--- src/rtl/despacho_demux_ctrl.sv ---
// Sequencing controller for the parameterised demultiplexor: takes one word per
// valid/ready handshake and delivers it to a fixed or round-robin destination.
module despacho_demux_ctrl #(
  parameter int ANCHO   = 9,
  parameter int N       = 2,
  parameter int TIMEOUT = 15
) (
  input  logic              clk,
  input  logic              rst_n,
  input  logic              in_valid,
  output logic              in_ready,
  input  logic [ANCHO-1:0]  in_dato,
  input  logic [N-1:0]      in_dest,
  input  logic [2**N-1:0]   dest_ready,
  output logic [ANCHO-1:0]  Entrada,
  output logic [N-1:0]      SEL,
  output logic              entregado,
  output logic              error_to,
  output logic              ocupado
);

  localparam int              CW       = $clog2(TIMEOUT + 1);
  localparam logic [N-1:0]    MAX_DEST = '1;
  localparam logic [CW-1:0]   CNT_LAST = CW'(TIMEOUT);

  typedef enum logic [1:0] {
    IDLE,
    ESPERA,
    ENVIO,
    DESCARTE
  } estado_t;

  estado_t            state_q;
  logic [ANCHO-1:0]   dato_q;
  logic [N-1:0]       dest_q;
  logic               auto_q;
  logic [CW-1:0]      cnt_q;
  logic [N-1:0]       ptr_q;
  logic [N-1:0]       sel_q;
  logic [ANCHO-1:0]   entrada_q;
  logic               entregado_q;
  logic               error_q;

  logic [N-1:0]       scan_idx;
  logic [N-1:0]       rr_tgt;
  logic               rr_hit;
  logic               elig;
  logic [N-1:0]       tgt_d;
  logic [CW-1:0]      cnt_d;

  // Round-robin scan starting just after ptr; index 0 is the idle code and is skipped.
  // NOTE: every variable in always_comb gets a default first so no latch is inferred.
  always_comb begin
    scan_idx = ptr_q;
    rr_hit   = 1'b0;
    rr_tgt   = '0;
    for (int k = 1; k < 2**N; k++) begin
      scan_idx = (scan_idx == MAX_DEST) ? N'(1) : scan_idx + N'(1);
      if (!rr_hit && dest_ready[scan_idx]) begin
        rr_hit = 1'b1;
        rr_tgt = scan_idx;
      end
    end
  end

  assign elig  = auto_q ? rr_hit : dest_ready[dest_q];
  assign tgt_d = auto_q ? rr_tgt : dest_q;
  assign cnt_d = cnt_q + CW'(1);

  // NOTE: sequential state uses non-blocking assignments only.
  always_ff @(posedge clk or negedge rst_n) begin
    if (!rst_n) begin
      state_q     <= IDLE;
      dato_q      <= '0;
      dest_q      <= '0;
      auto_q      <= 1'b0;
      cnt_q       <= '0;
      ptr_q       <= MAX_DEST;
      sel_q       <= '0;
      entrada_q   <= '0;
      entregado_q <= 1'b0;
      error_q     <= 1'b0;
    end else begin
      entregado_q <= 1'b0;
      error_q     <= 1'b0;
      case (state_q)
        IDLE: begin
          if (in_valid) begin
            dato_q  <= in_dato;
            dest_q  <= in_dest;
            auto_q  <= (in_dest == '0);
            cnt_q   <= '0;
            state_q <= ESPERA;
          end
        end
        ESPERA: begin
          if (elig) begin
            sel_q       <= tgt_d;
            entrada_q   <= dato_q;
            entregado_q <= 1'b1;
            state_q     <= ENVIO;
          end else if (cnt_d == CNT_LAST) begin
            cnt_q   <= cnt_d;
            dato_q  <= '0;
            error_q <= 1'b1;
            state_q <= DESCARTE;
          end else begin
            cnt_q <= cnt_d;
          end
        end
        ENVIO: begin
          // The pointer only advances for words that were routed automatically.
          if (auto_q) begin
            ptr_q <= sel_q;
          end
          sel_q     <= '0;
          entrada_q <= '0;
          dato_q    <= '0;
          state_q   <= IDLE;
        end
        DESCARTE: begin
          state_q <= IDLE;
        end
        default: begin
          state_q <= IDLE;
        end
      endcase
    end
  end

  assign in_ready  = rst_n && (state_q == IDLE);
  assign ocupado   = (state_q != IDLE);
  assign SEL       = sel_q;
  assign Entrada   = entrada_q;
  assign entregado = entregado_q;
  assign error_to  = error_q;

endmodule
--- config.mk ---
export PLATFORM = sky130hd
export DESIGN_NAME = despacho_demux_ctrl
export DESIGN_NICKNAME = d
export VERILOG_FILES = /design/src/rtl/despacho_demux_ctrl.sv
export SDC_FILE = /design/constraint.sdc
export NUM_CORES = 1
export LEC_CHECK = 0
export BUFFER_PORTS_ARGS = -buffer_cell sky130_fd_sc_hd__buf_2
export CAP_MARGIN = 20
export CORE_MARGIN = 3
export CORE_UTILIZATION = 49
export DETAILED_ROUTE_END_ITERATION = 10
export PLACE_DENSITY_LB_ADDON = 0.2
export SYNTH_ARGS = -nofsm -noshare
export SYNTH_HDL_FRONTEND = slang
export SYNTH_SLANG_ARGS = --single-unit
--- constraint.sdc ---
create_clock -name clk -period 3 [get_ports clk]
set_input_delay 0.3 -clock clk [delete_from_list [all_inputs] [get_ports clk]]
set_output_delay 0.3 -clock clk [all_outputs]
set_load 0.01 [all_outputs]
# Yosys cells after proc, flatten, opt, wreduce, memory -nomap -nowiden
# Cells that the tools add are included.
[word_totals]
register_bits = 33
in_bits = 18
wordCells = 87
[op_classes]
n_addsub = 4
n_lt_le_gt_ge = 4
n_eq_ne = 12
n_mux = 39
n_reduce_logical = 18
[op_table]
columns = ["cell", "count"]
rows = [
  ["9-bit 2-to-1 mux", 4],
  ["9-bit one-hot mux with 3 select lines", 1],
  ["2-bit 2-to-1 mux", 11],
  ["9-bit one-hot mux with 2 select lines", 1],
  ["1-bit 2-to-1 mux", 13],
  ["2-bit by 3-bit < comparator with 1-bit output, second input constant", 4],
  ["2-bit equality test, second input constant", 5],
  ["1-bit binary-select mux with 2-bit select", 4],
  ["4-bit 2-to-1 mux", 2],
  ["2-bit inequality test, second input constant", 4],
  ["4-bit one-hot mux with 2 select lines", 1],
  ["2-bit AND reduction", 4],
  ["2-bit by 1-bit adder with 2-bit output, second input constant", 3],
  ["2-bit one-hot mux with 3 select lines", 1],
  ["2-bit nonzero test", 3],
  ["4-bit by 1-bit adder with 4-bit output, second input constant", 1],
  ["4-bit equality test, second input constant", 1],
  ["2-bit zero test", 2],
  ["2-bit one-hot mux with 2 select lines", 1],
  ["4-bit AND reduction", 1],
  ["1-bit logical AND", 3],
  ["3-bit inequality test, second input constant", 1],
  ["3-bit AND reduction", 1],
  ["3-bit nonzero test", 1],
  ["3 further kinds", 4],
]

# Longest topological paths before layout
# Gate-level depths: netlist of the first run.
[logic_depth]
word_depth = 14
depth_mapped = 9
mapped_depth_nobuf = 7

# Worst setup path before layout of the first run
# OpenSTA, ideal clock, no wires.
[synth_timing]
path_kind = "reg-to-reg"
from = "register ptr_q[0]"
to = "register dato_q[0]"
t_arrival_ps = 2709
setup_slack_ps = 166
stages_incl_launch_ff = 9
synth_period_minus_slack_ps = 2834
path_cell_list = "dfstp_2 > inv_1 > ha_1 > buf_6 > mux4_2 > nor4_4 > nor3_2 > a2111oi_4 > mux2_2"
[synth_between]
elab_chain_len = 14
elab_cells_between_ends = 25
classes_between = "3 x add/sub; 4 x eq/ne; 13 x mux; 5 x reduce/logical"
[synth_rtl]
columns = ["item", "line_no", "text"]
rows = [
  ["start: declaration", "38", "logic [N-1:0] ptr_q;"],
  ["start signal: assignment", "114", "ptr_q <= sel_q;"],
  ["2-bit by 1-bit adder with 2-bit output / 2-bit equality test (equally long branches)", "58", "scan_idx = (scan_idx == MAX_DEST) ? N'(1) : scan_idx + N'(1);"],
  ["2-bit 2-to-1 mux (*)", "58", ""],
  ["branches (longest 8 deep; another with 2-bit by 1-bit adder with 2-bit output)", "--", ""],
  ["1-bit 2-to-1 mux (*)", "59", "if (!rr_hit && dest_ready[scan_idx]) begin"],
  ["1-bit 2-to-1 mux (*)", "66", "assign elig = auto_q ? rr_hit : dest_ready[dest_q];"],
  ["2-bit inequality test (no source line) (*)", "--", ""],
  ["4-bit AND reduction (no source line) (*)", "--", ""],
  ["end signal: assignment", "89", "dato_q <= in_dato;"],
  ["end: declaration", "34", "logic [ANCHO-1:0] dato_q;"],
]
# Every way passes the cells marked *. The select of a mux whose other input is x is not followed.
# A chain may end at the register's enable or synchronous reset.

# Worst setup path in the final report of the first run
[layout_timing]
from = "register ptr_q[0]"
to = "register dato_q[8]"
# Same word-level chain as after synthesis.

==> results of run 1 <==
## metal layers
layer,track usage (%),vias up,part of all wire [%]
li1,-,634,-
met1,24.3,657,45
met2,30.7,30,49
met3,3.88,9,3.8
met4,7.87,0,2.1
met5,0,-,0
## registers in the layout, summed over array words and instances (netlist names)
signal and count:
Entrada 9, SEL 2, auto_q 1, cnt_q 4, dato_q 9, dest_q 2, entregado 1, error_to 1
ptr_q 2, state_q 2
## per-stage QoR
step	instance area [um^2]	setup slack [ns]
5_1_grt	2090	0.0568
3_3_place_gp	2030	0.281
4_1_cts	2090	0.213
6_report	2090	0.212
3_5_place_dp	2030	0.231
2_1_floorplan	1790	0.166
## power by group
part	internal (uW)	switching (uW)	leakage (uW)	total [uW]
Combinational	612	604	0.000544	1220
Sequential	633	126	0.000425	759
Clock	89.2	147	0.0000320	236
Total	1330	877	0.00100	2210
## critical path, delay by kind of cell, from the launching register on
kind	cells	cell delay, ns
flops	1	0.55
buf+inv	1	0.22
simple gates	2	0.48
compound gates	1	0.19
mux	2	0.95
fa+ha+maj	1	0.29
## kinds of logic (layout without fill, tap and decap cells)
logic type | after synthesis | count (layout) | synth area share (%)
compound gates | 38 | 38 | 16.3
xor+xnor | 1 | 1 | 0.489
fa+ha+maj | 8 | 8 | 5.59
buf+inv | 13 | 56 | 3.21
flops | 33 | 33 | 46.3
mux | 19 | 19 | 14.5
simple gates | 39 | 39 | 13.6
## cell type report
type                       instances  area (um^2)
clock inverter                     2         10.0
inverter                           9         33.8
tap                               46         57.6
multi-input combinational        105          905
clock buffer                       6         41.3
timing repair buffer              39          215
sequential                        33          828
fill                             299         1330
## placed cells by master (no fill, tap or decap), types with 2 or more instances in the layout
cell type	instances
nand3_1	2
mux2_2	13
mux4_2	3
o31ai_1	2
nor2_1	6
and2b_1	7
nor2b_1	3
nand3b_1	2
mux2i_1	2
nor3_1	2
buf_2	32
nand2_1	7
o21ai_0	8
dfrtp_1	31
buf_4	6
inv_1	9
clkinv_2	2
ha_1	8
a21oi_1	6
clkbuf_4	5
a22o_1	11
dfstp_2	2
nand2b_1	3
## synth_stat cells (2+ instances only)
library cell   n  area (um^2)
nand2b_1       3         18.8
nand2_1        7         26.3
nor3_1         2         10.0
nand3_1        2         10.0
a22o_1        11         96.3
nor2b_1        3         18.8
mux2_2        13          146
clkbuf_1       2         7.51
mux2i_1        2         20.0
a21oi_1        6         30.0
o31ai_1        2         15.0
o21ai_0        8         40.0
and2b_1        7         52.6
mux4_2         3         67.6
nor2_1         6         22.5
ha_1           8          100
dfstp_2        2         52.6
dfrtp_1       31          776
nand3b_1       2         15.0
inv_1          9         33.8
## final timing paths
| path | start | to | slack (ns) |
|---|---|---|---|
| setup / recovery | ptr_q[0] | dato_q[8] | 0.21 |
| setup reg to reg | ptr_q[0] | dato_q[8] | 0.21 |
| min in group asynchronous | rst_n | state_q[0] | 0.50 |
| hold / removal | in_dest[0] | auto_q | 0.16 |
| hold reg to reg | Entrada[1] | Entrada[1] | 0.50 |
| max in group asynchronous | rst_n | ptr_q[1] | 2.15 |
## repair_timing
| action | in CTS | in global routing |
|---|---|---|
| gates resized for setup | 0 | 0 |
| hold buffers | 1 | 0 |
| endpoints found under the hold margin | 31 | 0 |
==> key figures, run 1 <==
STA
  – Final hold violations: 0
  – RSZ-0062 raised after global routing: no
  – Sum of negative setup slack: 0 ns
  – Crit share post-route: 92.9%
  – Tightest Pin Transition: 0.678 ns
  – Fin. max-slew vios: 0
  – Skew final: 0.00657 ns
  – Rel. slew slack: 54.3%
  – Fmax: 359 MHz
  – Worst hold margin: 0.157 ns
  – Fin crit period: 2.79 ns
  – Setup-failing EPs final: 0

Logic synthesis
  – Sequential area share after synthesis: 46.3%
  – Top FF cell, synth: dfrtp_1
  – Avg Cell Area, Syn: 11.9 um^2
  – Syn. warnings: 0
  – Synth Net Count: 177
  – Ys async rst share: 100%
  – EDFF count, synth: 0
  – Library cells used by synthesis: 42
  – Gate Count Post-Synth: 151
  – Flop and latch count out of synthesis: 33
  – Synthesized area: 1790 um^2

Power and ir drop
  – Total Power: 2210 uW
  – Leakage: 0.00100 uW
  – Pwr Density: 1060 nW/um^2
  – IR drop worst, VDD: 0.000470 V

Drt
  – Vias per inst: 5.54
  – DR WL/cell: 15.1 um
  – Routed Antenna Nets: 0
  – DRT Pass-1 Iters: 6
  – DRC Markers: 0
  – DRT Wirelength: 3630 um
  – Initial drt markers: 79
  – Vias post-DR: 1330

Worst setup path
  – Critical setup path kind: flip-flop to flip-flop
  – CP startpoint kind: flip-flop
  – Critical Path RT: 3.22 ns
  – Worst Setup End Kind: flip-flop
  – Depth of the worst register-to-register path: 7
  – CP Cell Sequence: ha_1, mux4_2, nor4_4, nor3_2, a2111oi_4, buf_4, mux2_2
  – Worst path arrival time: 3.01 ns
  – Slowest stage delay, CP: 0.61 ns
  – Cell at the slowest stage of the critical path: mux4_2
  – Critical path peak fanout: 9

Floorplan
  – Num ports: 33
  – Initial Util: 52.4%
  – Num rows: 21
  – Die width: 66.5 um
  – Die area: 4420 um^2
  – Core ar.: 3420 um^2
  – Die Ht: 66.5 um

Clock tree
  – Post-CTS setup buffers: 0
  – Clk Latency, worst-skew pair: 0.33 ns
  – CTS tree: done
  – Htree depth: 2
  – Root Driver: clkbuf_4
  – Num CTS Buffers: 5
  – Clock sinks: 33
  – Clock transition at path regs: 0.09 ns
  – CTS Buffer Depth: 2

Final layout
  – Nets@finish: 219
  – Area Overhead vs Synth: 16.8%
  – Post-layout util: 61.2%
  – Share of layout cells above drive strength 1: 36.1%
  – ANT cells: 0
  – Layout Cells excl Fill: 240

GRT
  – Gr usage total: 18.8%
  – Initial antenna violation count: 0
  – Gr ovfl total: 0
  – First-pass GRT wire length: 6190 um
  – Largest net degree at the start of global routing: 35
  – Vias in the first global route: 1330

Placed design
  – Placed Cells: 231
  – Port buffer count: 32
  – DP HPWL: 2710 um
  – Gpl congestion: 0.994

Worst hold path
  – Hold crit path type: input port to flip-flop
  – Hold Crit Depth: 2

Status
  – Status: complete, no violations

Flow run
  – Max_cap viols: 0
(Power assumes the default switching activity.)
==> run 2, diff against run 1 <==
- clock period: 3 -> 2.3 ns (I/O delays scaled with it)
==> run 2 against run 1 <==
The flow now finishes with violations (negative setup slack). Critical path type unchanged. Final area up 7.8%. Clock skew about the same. Routed wire length up 5.8%. Utilization up 4.8 points. Sequential share of layout area down 2.9 points. Non-clock buffer count up 12. Largest power group unchanged.
==> key figures, run 2 (synthesized netlist as in run 1, its figures left out) <==
Status
  – Status: finished, violations left
  – Failing checks: negative setup slack

Clock tree
  – Clock sinks: 33 (unchanged)
  – Htree depth: 2 (unchanged)
  – Num CTS Buffers: 5 (unchanged)
  – CTS Buffer Depth: 2 (unchanged)
  – CTS tree: done
  – Clk Latency, worst-skew pair: 0.33 ns (about the same)
  – Clock transition at path regs: 0.10 ns (about the same)
  – Root Driver: clkbuf_4

Floorplan
  – Num ports: 33 (unchanged)
  – Die area: 4420 um^2 (unchanged)
  – Die Ht: 66.5 um (unchanged)
  – Initial Util: 52.4% (unchanged)
  – Die width: 66.5 um (unchanged)
  – Num rows: 21 (unchanged)
  – Core ar.: 3420 um^2 (unchanged)

STA
  – Fin crit period: 2.65 ns (-0.137 ns)
  – Setup-failing EPs final: 26 (+26)
  – Worst hold margin: 0.0922 ns (-0.0651 ns)
  – RSZ-0062 raised after global routing: yes
  – Final worst slack: -0.350 ns (-0.563 ns)
  – Crit share post-route: 115% (+22 points)
  – Tightest Pin Transition: 0.592 ns (-0.0861 ns)
  – Skew final: 0.00629 ns (-0.000289 ns)
  – Fmax: 377 MHz (+5.2%)
  – Sum of negative setup slack: -6.52 ns (-6.52 ns)
  – Fin. max-slew vios: 0 (unchanged)
  – Rel. slew slack: 60.5% (+6.1 points)
  – Final hold violations: 0 (unchanged)

Final layout
  – ANT cells: 0 (unchanged)
  – Post-layout util: 66.0% (+4.8 points)
  – Commonest non-fill, non-tap cells in the layout: 32 x buf_2, 31 x dfrtp_1, 14 x buf_4, 12 x mux2_2, 11 x a22o_1
  – Commonest non-fill, non-tap cell in the layout: buf_2
  – Share of layout cells above drive strength 1: 42.2% (+6.2 points)
  – Layout Cells excl Fill: 252 (+5.0%)
  – Area Overhead vs Synth: 25.9%
  – Nets@finish: 231 (+5.5%)

Drt
  – DR WL/cell: 15.3 um (+0.77%)
  – Initial drt markers: 67 (-15%)
  – Vias per inst: 5.53 (-0.18%)
  – Routed Antenna Nets: 0 (unchanged)
  – Vias post-DR: 1394 (+4.8%)
  – DRT Pass-1 Iters: 4 (-2)
  – DRT Wirelength: 3850 um (+5.8%)
  – DRC Markers: 0 (unchanged)

Placed design
  – DP HPWL: 2810 um (+3.3%)
  – DP Worst Slack: -0.380 ns (-0.611 ns)
  – Placed Cells: 239 (+3.5%)
  – Gpl congestion: 0.810 (-18%)
  – Port buffer count: 32 (unchanged)

Power and ir drop
  – Pwr Density: 1410 nW/um^2 (+33%)
  – Leakage: 0.00108 uW (+8.0%)
  – IR drop worst, VDD: 0.000703 V (+50%)

Worst setup path
  – Critical path peak fanout: 9 (unchanged)
  – Cell at the slowest stage of the critical path: dfstp_2
  – Worst path arrival time: 2.88 ns (-0.13 ns)
  – CP Cell Sequence: inv_2, ha_4, mux4_2, nor4_4, nor3_2, a2111oi_4, buf_6, mux2_2
  – CP delay by family, top: multiplexers
  – Critical Path RT: 2.53 ns (-0.69 ns)
  – Slowest stage delay, CP: 0.56 ns (-0.05 ns)
  – CP startpoint kind: flip-flop
  – Worst Setup End Kind: flip-flop
  – Worst Path Buf+Inv: 2 (+1)
  – Critical setup path kind: flip-flop to flip-flop

GRT
  – Largest net degree at the start of global routing: 34 (-2.9%)
  – First-pass GRT wire length: 6620 um (+7.0%)
  – Gr usage total: 20.0% (+1.1 points)
  – Vias in the first global route: 1417 (+6.5%)
  – Initial antenna violation count: 0 (unchanged)
  – Gr ovfl total: 0 (unchanged)

Worst hold path
  – Hold crit path type: input port to flip-flop

Flow run
  – Max_cap viols: 0 (unchanged)
## run 2: changes by cell type in the layout (fill, tap and decap cells not counted), moves of 3 or more
cell / before / now
buf_4: 6 / 14
buf_6: 0 / 3
o21ai_1: 0 / 3
o21ai_0: 8 / 5
## run 2: metrics by stage
stage / power [uW] / cell area [um^2]
floorplan: 2180 / 1810
global placement: 2670 / 2120
detailed placement: 2740 / 2120
CTS: 3150 / 2220
global route: 3440 / 2250
finish: 3180 / 2250
## run 2: layout make-up
| type | instances | area [um^2] |
|---|---|---|
| Tap cell | 46 | 57.6 |
| Fill cell | 273 | 1160 |
| Inverter | 9 | 33.8 |
| Timing Repair Buffer | 51 | 342 |
| Sequential cell | 33 | 828 |
| Clock inverter | 3 | 17.5 |
| Multi-Input combinational cell | 105 | 937 |
| Clock buffer | 5 | 37.5 |
## run 2: report_power, final
group          switching [uW]  leakage [uW]  internal, uW
registers                 162      0.000425           825
logic                     866      0.000625          1010
clock network             197     0.0000310           115
## run 2: final timing paths
kind                       slack [ns]    endpoint  cells after the start       start
max reg2reg                     -0.35   dato_q[5]                      8    ptr_q[0]
min in group asynchronous        0.47      auto_q                      3       rst_n
max                             -0.35   dato_q[5]                      8    ptr_q[0]
min                              0.09      auto_q                      2  in_dest[0]
max in group asynchronous        1.50    ptr_q[1]                      3       rst_n
min reg2reg                      0.51  Entrada[0]                      1  Entrada[0]
## run 2: repair_timing
action                     in CTS  in global routing
hold endpoints to repair       31                  0
gates resized for setup         5                  4
setup buffers                   1                  2
setup endpoints to repair      25                 27
pin swaps                       1                  3
cloned                          1                  0
hold buffers                    1                  0
## run 2: metal layers
metal  vias up  wire (um)  global-route usage [%]
met1       682       1800                    26.9
li1        659          -                       -
met3         5        205                    5.73
met2        48       1790                    31.5
met4         0         40                    5.33
met5         -          0                       0
